**src/rtl/intf_gen_fifo_bank_if.sv**
```systemverilog
// ----------------------------------------------------------------------------
// intf_gen_fifo_bank interfaces
//
// intf_gen_fifo_bank_if
//   Bundles the bank's bus. Parameters: NCHAN, WIDTH.
//   in_valid  [NCHAN]        per-channel write request   (master -> slave)
//   in_ready  [NCHAN]        per-channel space available (slave -> master)
//   in_data   [NCHAN*WIDTH]  channel c at [c*WIDTH +: WIDTH]
//   out_valid                output stage holds a word   (slave -> master)
//   out_ready                consumer accepts the word   (master -> slave)
//   out_data  [WIDTH]        output word
//   out_chan  [CW]           source channel of out_data
//   checksum  [WIDTH]        only with INTF_GEN_FIFO_BANK_CHECKSUM_EN defined
//
// intf_gen_fifo_bank_chan_if
//   One channel FIFO (storage, pointers, count) living inside its own
//   interface instance. Parameters: WIDTH, DEPTH (>=2, any value).
//   Ports: clk, reset (synchronous, active-high).
//   Controls: push, pop, wr_data. Status: ready, nonempty, rd_data (head).
//   The owner guarantees push only when ready and pop only when nonempty.
// ----------------------------------------------------------------------------

interface intf_gen_fifo_bank_if #(
  parameter int NCHAN = 2,
  parameter int WIDTH = 8
);
  localparam int CW = (NCHAN > 1) ? $clog2(NCHAN) : 1;

  logic [NCHAN-1:0]       in_valid;
  logic [NCHAN-1:0]       in_ready;
  logic [NCHAN*WIDTH-1:0] in_data;
  logic                   out_valid;
  logic                   out_ready;
  logic [WIDTH-1:0]       out_data;
  logic [CW-1:0]          out_chan;

`ifdef INTF_GEN_FIFO_BANK_CHECKSUM_EN
  logic [WIDTH-1:0]       checksum;

  modport master (
    output in_valid, in_data, out_ready,
    input  in_ready, out_valid, out_data, out_chan, checksum
  );
  modport slave (
    input  in_valid, in_data, out_ready,
    output in_ready, out_valid, out_data, out_chan, checksum
  );
`else
  modport master (
    output in_valid, in_data, out_ready,
    input  in_ready, out_valid, out_data, out_chan
  );
  modport slave (
    input  in_valid, in_data, out_ready,
    output in_ready, out_valid, out_data, out_chan
  );
`endif
endinterface

interface intf_gen_fifo_bank_chan_if #(
  parameter int WIDTH = 8,
  parameter int DEPTH = 4
) (
  input logic clk,
  input logic reset
);
  localparam int PW   = (DEPTH > 1) ? $clog2(DEPTH) : 1;
  localparam int CNTW = $clog2(DEPTH + 1);
  localparam logic [CNTW-1:0] FULL = CNTW'(DEPTH);
  localparam logic [PW-1:0]   LAST = PW'(DEPTH - 1);

  logic             push;
  logic             pop;
  logic [WIDTH-1:0] wr_data;
  logic [WIDTH-1:0] rd_data;
  logic             ready;
  logic             nonempty;

  logic [CNTW-1:0]  count;
  logic [PW-1:0]    wr_ptr;
  logic [PW-1:0]    rd_ptr;
  logic [WIDTH-1:0] mem [DEPTH];

  // Status comes from the registered count only, so a pop in the same cycle
  // never opens a slot for a push into a full channel.
  assign ready    = (count != FULL);
  assign nonempty = (count != '0);
  assign rd_data  = mem[rd_ptr];

  always_ff @(posedge clk) begin
    if (reset) begin
      wr_ptr <= '0;
      rd_ptr <= '0;
      count  <= '0;
    end else begin
      // DEPTH need not be a power of two, so wrap explicitly.
      if (push) wr_ptr <= (wr_ptr == LAST) ? '0 : wr_ptr + PW'(1);
      if (pop)  rd_ptr <= (rd_ptr == LAST) ? '0 : rd_ptr + PW'(1);
      case ({push, pop})
        2'b10:   count <= count + CNTW'(1);
        2'b01:   count <= count - CNTW'(1);
        default: ;
      endcase
    end
  end

  // NOTE: the storage array has no reset; the pointers and count decide what
  // is valid, and leaving it unreset keeps it a plain RAM.
  always_ff @(posedge clk) begin
    if (push) mem[wr_ptr] <= wr_data;
  end
endinterface

```
**src/rtl/intf_gen_fifo_bank.sv**
```systemverilog
// ----------------------------------------------------------------------------
// intf_gen_fifo_bank
//
// Multi-channel buffer: one FIFO per input channel, each FIFO held in its own
// generate-instantiated intf_gen_fifo_bank_chan_if. A round-robin arbiter
// drains the channels into a single registered output stage.
//
// Parameters: NCHAN (>=1), WIDTH (>=1), DEPTH (>=2, any value).
// Ports:
//   clk    clock, all state on posedge
//   reset  synchronous, active-high; discards all buffered and output words
//   bus    intf_gen_fifo_bank_if.slave: in_valid/in_ready/in_data per channel,
//          out_valid/out_ready/out_data/out_chan, optional checksum
//
// Optional feature macro: INTF_GEN_FIFO_BANK_CHECKSUM_EN
//   When defined, bus.checksum accumulates the XOR of every accepted output
//   word (out_valid && out_ready). When undefined the register is absent.
// ----------------------------------------------------------------------------

module intf_gen_fifo_bank #(
  parameter int NCHAN = 2,
  parameter int WIDTH = 8,
  parameter int DEPTH = 4
) (
  input logic                 clk,
  input logic                 reset,
  intf_gen_fifo_bank_if.slave bus
);
  localparam int CW = (NCHAN > 1) ? $clog2(NCHAN) : 1;

  logic [NCHAN-1:0] ready_vec;
  logic [NCHAN-1:0] nonempty_vec;
  logic [NCHAN-1:0] pop_vec;
  logic [WIDTH-1:0] head [NCHAN];

  logic [CW-1:0]    rr;
  logic [CW-1:0]    rr_next;
  logic [CW-1:0]    grant;
  logic [CW-1:0]    idx;
  logic             has_word;
  logic             load;

  logic             out_valid_q;
  logic [WIDTH-1:0] out_data_q;
  logic [CW-1:0]    out_chan_q;

  // --------------------------------------------------------------------------
  // Per-channel FIFOs
  // --------------------------------------------------------------------------
  for (genvar c = 0; c < NCHAN; c++) begin : g_ch
    intf_gen_fifo_bank_chan_if #(.WIDTH(WIDTH), .DEPTH(DEPTH)) fifo (
      .clk   (clk),
      .reset (reset)
    );

    assign fifo.push       = bus.in_valid[c] && fifo.ready;
    assign fifo.pop        = pop_vec[c];
    assign fifo.wr_data    = bus.in_data[c*WIDTH +: WIDTH];
    assign ready_vec[c]    = fifo.ready;
    assign nonempty_vec[c] = fifo.nonempty;
    assign head[c]         = fifo.rd_data;
    assign pop_vec[c]      = load && (grant == CW'(c));
  end

  assign bus.in_ready = ready_vec;

  // --------------------------------------------------------------------------
  // Round-robin arbiter: first non-empty channel at or after rr, wrapping.
  // --------------------------------------------------------------------------
  always_comb begin
    // NOTE: every combinational output gets a default before the search loop,
    // so no path leaves it unassigned and no latch is inferred.
    has_word = 1'b0;
    grant    = '0;
    idx      = '0;
    for (int i = 0; i < NCHAN; i++) begin
      idx = CW'((int'(rr) + i) % NCHAN);
      if (!has_word && nonempty_vec[idx]) begin
        has_word = 1'b1;
        grant    = idx;
      end
    end
  end

  assign rr_next = (int'(grant) == NCHAN - 1) ? '0 : grant + CW'(1);

  // A load both fills the output stage and pops the granted channel; while the
  // stage is stalled (valid && !ready) nothing is popped.
  assign load = has_word && (!out_valid_q || bus.out_ready);

  // --------------------------------------------------------------------------
  // Registered output stage and rr pointer
  // --------------------------------------------------------------------------
  always_ff @(posedge clk) begin
    if (reset) begin
      out_valid_q <= 1'b0;
      out_data_q  <= '0;
      out_chan_q  <= '0;
      rr          <= '0;
    end else if (load) begin
      out_valid_q <= 1'b1;
      out_data_q  <= head[grant];
      out_chan_q  <= grant;
      rr          <= rr_next;
    end else if (bus.out_ready) begin
      // Word consumed with nothing to replace it.
      out_valid_q <= 1'b0;
    end
  end

  assign bus.out_valid = out_valid_q;
  assign bus.out_data  = out_data_q;
  assign bus.out_chan  = out_chan_q;

`ifdef INTF_GEN_FIFO_BANK_CHECKSUM_EN
  logic [WIDTH-1:0] checksum_q;

  always_ff @(posedge clk) begin
    if (reset) begin
      checksum_q <= '0;
    end else if (out_valid_q && bus.out_ready) begin
      checksum_q <= checksum_q ^ out_data_q;
    end
  end

  assign bus.checksum = checksum_q;
`endif

endmodule

```
**src/flat_wrapper.sv**
```systemverilog
// flat-port wrapper written by rule: the top's interface ports become plain ports
module intf_gen_fifo_bank_flat 
#(
  parameter int NCHAN = 2,
  parameter int WIDTH = 8,
  parameter int DEPTH = 4
)
  (clk, reset, bus_in_valid, bus_in_data, bus_out_ready, bus_in_ready, bus_out_valid, bus_out_data, bus_out_chan);
  intf_gen_fifo_bank_if #(.NCHAN(NCHAN), .WIDTH(WIDTH)) bus_i ();
  input logic clk;
  input logic reset;
  input wire logic [$bits(bus_i.in_valid)-1:0] bus_in_valid;
  input wire logic [$bits(bus_i.in_data)-1:0] bus_in_data;
  input wire logic [$bits(bus_i.out_ready)-1:0] bus_out_ready;
  output wire logic [$bits(bus_i.in_ready)-1:0] bus_in_ready;
  output wire logic [$bits(bus_i.out_valid)-1:0] bus_out_valid;
  output wire logic [$bits(bus_i.out_data)-1:0] bus_out_data;
  output wire logic [$bits(bus_i.out_chan)-1:0] bus_out_chan;
  assign bus_i.in_valid = bus_in_valid;
  assign bus_i.in_data = bus_in_data;
  assign bus_i.out_ready = bus_out_ready;
  assign bus_in_ready = bus_i.in_ready;
  assign bus_out_valid = bus_i.out_valid;
  assign bus_out_data = bus_i.out_data;
  assign bus_out_chan = bus_i.out_chan;
  intf_gen_fifo_bank #(.NCHAN(NCHAN), .WIDTH(WIDTH), .DEPTH(DEPTH)) u_core (.clk(clk), .reset(reset), .bus(bus_i));
endmodule
```
**config.mk**
```make
export PLATFORM = sky130hd
export DESIGN_NAME = intf_gen_fifo_bank_flat
export DESIGN_NICKNAME = d
export VERILOG_FILES = /design/src/rtl/intf_gen_fifo_bank_if.sv /design/src/rtl/intf_gen_fifo_bank.sv /design/src/flat_wrapper.sv
export SDC_FILE = /design/constraint.sdc
export NUM_CORES = 1
export LEC_CHECK = 0
export CORE_ASPECT_RATIO = 0.6
export CORE_UTILIZATION = 64
export CTS_BUF_LIST = sky130_fd_sc_hd__clkbuf_4 sky130_fd_sc_hd__clkbuf_8
export DETAILED_ROUTE_END_ITERATION = 8
export PLACE_DENSITY = 0.91
export SYNTH_ARGS = -nofsm -noshare
export SYNTH_HDL_FRONTEND = slang
export SYNTH_SLANG_ARGS = --single-unit
```
**constraint.sdc**
```tcl
create_clock -name clk -period 4.45 [get_ports clk]
set_clock_uncertainty 0.15 [all_clocks]
set_input_delay 0.89 -clock clk [delete_from_list [all_inputs] [get_ports clk]]
set_output_delay 0.89 -clock clk [all_outputs]
set_load 0.02 [all_outputs]
```
==> results.sh <==
export IMPL_outcome="finished clean"
export IMPL_port_buffers=32
export IMPL_p_leak_nw=1.44
export IMPL_synth_most_common_cell="edfxtp_1"
export IMPL_antenna_found_initial=0
export IMPL_clk_pin_slew_ns=0.09
export IMPL_synthTopCellsByArea="edfxtp_1 (53%), dfxtp_1 (14%), mux4_2 (9.8%), ha_1 (4.1%), buf_6 (2.5%)"
export IMPL_wl_met1_um=2720
export IMPL_die_w_um=99.6
export IMPL_pin_count=33
export IMPL_slowest_stage="clkdlybuf4s50_1"
export IMPL_rsz0062_at_grt="no"
export IMPL_n_antenna_cell=0
export IMPL_syn_area_um2=3660
export IMPL_cts_buffer_depth=2
export IMPL_area_growth_pct=13.1
export IMPL_post_cts_buffers=0
export IMPL_final_min_clock_period_ns=3.13
export IMPL_highest_layer="met4"
export IMPL_drt_iter0_drc=191
export IMPL_worstRegToRegCells=8
export IMPL_slew_headroom=0.345
export IMPL_grt_ovfl_total=0
export IMPL_via_per_inst=5.76
export IMPL_path_buf_inv=2
export IMPL_drive_above_1_share=0.149
export IMPL_syn_instance_count=225
export IMPL_cp_max_fo=12
export IMPL_startpoint_type="input port"
export IMPL_yosysSeqAreaShare=0.662
export IMPL_whs_ns=0.363
export IMPL_drtPass1Iterations=5
export IMPL_core_um2=5280
export IMPL_whs_path_depth=2
export IMPL_cts_root_buf="clkbuf_8"
export IMPL_tightest_slew_ns=0.979
export IMPL_place_gp_congestion=0.755
export IMPL_drc=0
export IMPL_hp_class="reg2reg"
export IMPL_start_util=0.693
export IMPL_drt_total_wl_um=6430
export IMPL_yosysWarningCount=0
export IMPL_hold_viol=0
export IMPL_synthTopCellsByCount="edfxtp_1 (64), dfxtp_1 (25), nor2_1 (23)"
export IMPL_ys_flop_type="edfxtp_1"
export IMPL_grt_usage=0.234
export IMPL_critPathMaxStageDelay_ns=0.48
export IMPL_synthArstFlopShare=0
export IMPL_rows=20
export IMPL_ctsHoldBuffers=0
export IMPL_crit_required_ns=4.57
export IMPL_nets=291
export IMPL_yosys_cell_types_count=30
export IMPL_crit_chain="clkdlybuf4s50_1 -> or2b_1 -> o211a_2 -> ha_1 -> inv_1 -> fa_1 -> xor2_1 -> or3_1 -> a21oi_1"
export IMPL_finalSetupViolCount=0
export IMPL_hpwl_um=4610
export IMPL_critPathArrivalTime_ns=3.25
export IMPL_power_density_nw_per_um2=629
export IMPL_yosysTopAreaCell="edfxtp_1"
export IMPL_die_area_um2=6030
export IMPL_post_route_period_util=0.703
export IMPL_cts_resized=0
export IMPL_cap_violations=0
export IMPL_critPathKind="in2reg"
export IMPL_fin_setup_tns_ns=0
export IMPL_synth_avg_cell_area_um2=16.3
export IMPL_crit_path_end_kind="flop"
export IMPL_crit_cells=9
export IMPL_cts_buffers=9
export IMPL_grt_pass1_vias=1913
export IMPL_wl_met3_um=435
export IMPL_cts_tree="done"
export IMPL_synth_edf_count=64
export IMPL_vdd_ir_drop_max_mv=0.284
export IMPL_wl_per_cell_um=19.0
export IMPL_finalCoreUtilization=0.784
export IMPL_slew_violations=0
export IMPL_die_h_um=60.6
export IMPL_crit_family="adder cells"
export IMPL_wl_met2_um=3180
export IMPL_vias=1947
export IMPL_drtAntennaViolNets=0
export IMPL_syn_nets=260
export IMPL_clock_fmax_ghz=0.320
export IMPL_grt_first_pass_wirelength_um=9830
export IMPL_grt_max_degree=26
export IMPL_ys_seq_elements=89
export IMPL_cts_sinks=89
export IMPL_synth_top_area_share=0.525
export IMPL_clk_latency_ns=0.35
export IMPL_htreeDepth=3
## power by group
group | internal [mW] | total (mW) | switching (mW)
Combinational | 0.456 | 0.926 | 0.470
Clock | 0.208 | 0.492 | 0.284
Sequential | 1.04 | 1.19 | 0.144
Total | 1.71 | 2.60 | 0.897
## path summary, 6_finish.rpt
path	from	end	slack [ns]
min	u_core.g_ch[0].fifo.count[2]	u_core.g_ch[0].fifo.count[2]	0.36
max reg2reg	u_core.g_ch[0].fifo.count[0]	u_core.g_ch[1].fifo.count[2]	1.77
min reg2reg	u_core.g_ch[0].fifo.count[2]	u_core.g_ch[0].fifo.count[2]	0.36
max	bus_out_ready	u_core.g_ch[1].fifo.count[2]	1.32
## cell type report
class	count	area, um2
sequential	89	2420
fill	293	1140
multi-input combinational	113	1080
timing repair buffer	33	328
clock buffer	9	124
tap	77	96.3
clock inverter	7	52.6
inverter	10	37.5
## state kept, by name, summed over array words and instances (netlist names)
name,cells
u_core.g_ch.fifo.mem,64
u_core.bus.out_data,8
u_core.g_ch.fifo.rd_ptr,4
u_core.bus.out_chan,1
u_core.rr,1
u_core.bus.out_valid,1
u_core.g_ch.fifo.wr_ptr,4
u_core.g_ch.fifo.count,6
## routing by layer
layer | global-route usage | vias up
met5 | 0 | -
met4 | 0.0777 | 0
met3 | 0.0749 | 9
met2 | 0.374 | 76
met1 | 0.314 | 946
li1 | - | 916
## worst reg2reg max path, stage by stage (launching register included)
cell and delay (ns):
dfxtp_1 0.35, nor3_1 0.36, o211a_2 0.44, ha_1 0.26, inv_1 0.06, fa_1 0.38, xor2_1 0.16, or3_1 0.30
a21oi_1 0.14
## stage by stage
| step | cells | area [um2] | power [mW] | setup slack (ns) |
|---|---|---|---|---|
| after floorplan | 225 | 3660 | 1.89 | 1.72 |
| after global placement | 322 | 3960 | 2.06 | 1.10 |
| after detailed placement | 322 | 3960 | 2.12 | 1.01 |
| after CTS | 338 | 4140 | 2.62 | 1.37 |
| after global routing | 338 | 4140 | 2.75 | 1.24 |
| final | 338 | 4140 | 2.60 | 1.32 |
## cells by family after synthesis
group,count (synthesis),synth area share
AO/OA/AOI/OAI,21,0.0441
XOR/XNOR,4,0.00957
adder cells (fa/ha/maj),14,0.0520
buffers and inverters,23,0.0434
flip-flops,89,0.662
multiplexers,22,0.116
AND/OR/NAND/NOR,52,0.0732
## placed cells by master (no fill, tap or decap), types with 2 or more instances in the layout
master / count
clkbuf_8: 9
edfxtp_1: 64
nor3_1: 3
or3_1: 5
nand2_1: 5
inv_1: 10
xor2_1: 4
fa_1: 2
mux2i_1: 4
inv_6: 2
o21ai_0: 2
nor2b_1: 3
nor2_1: 23
clkdlybuf4s50_1: 32
mux4_2: 16
mux2_2: 2
ha_1: 12
a21oi_1: 8
clkinv_1: 2
a222oi_1: 8
dfxtp_1: 25
and3_1: 8
(Power assumes the default switching activity.)
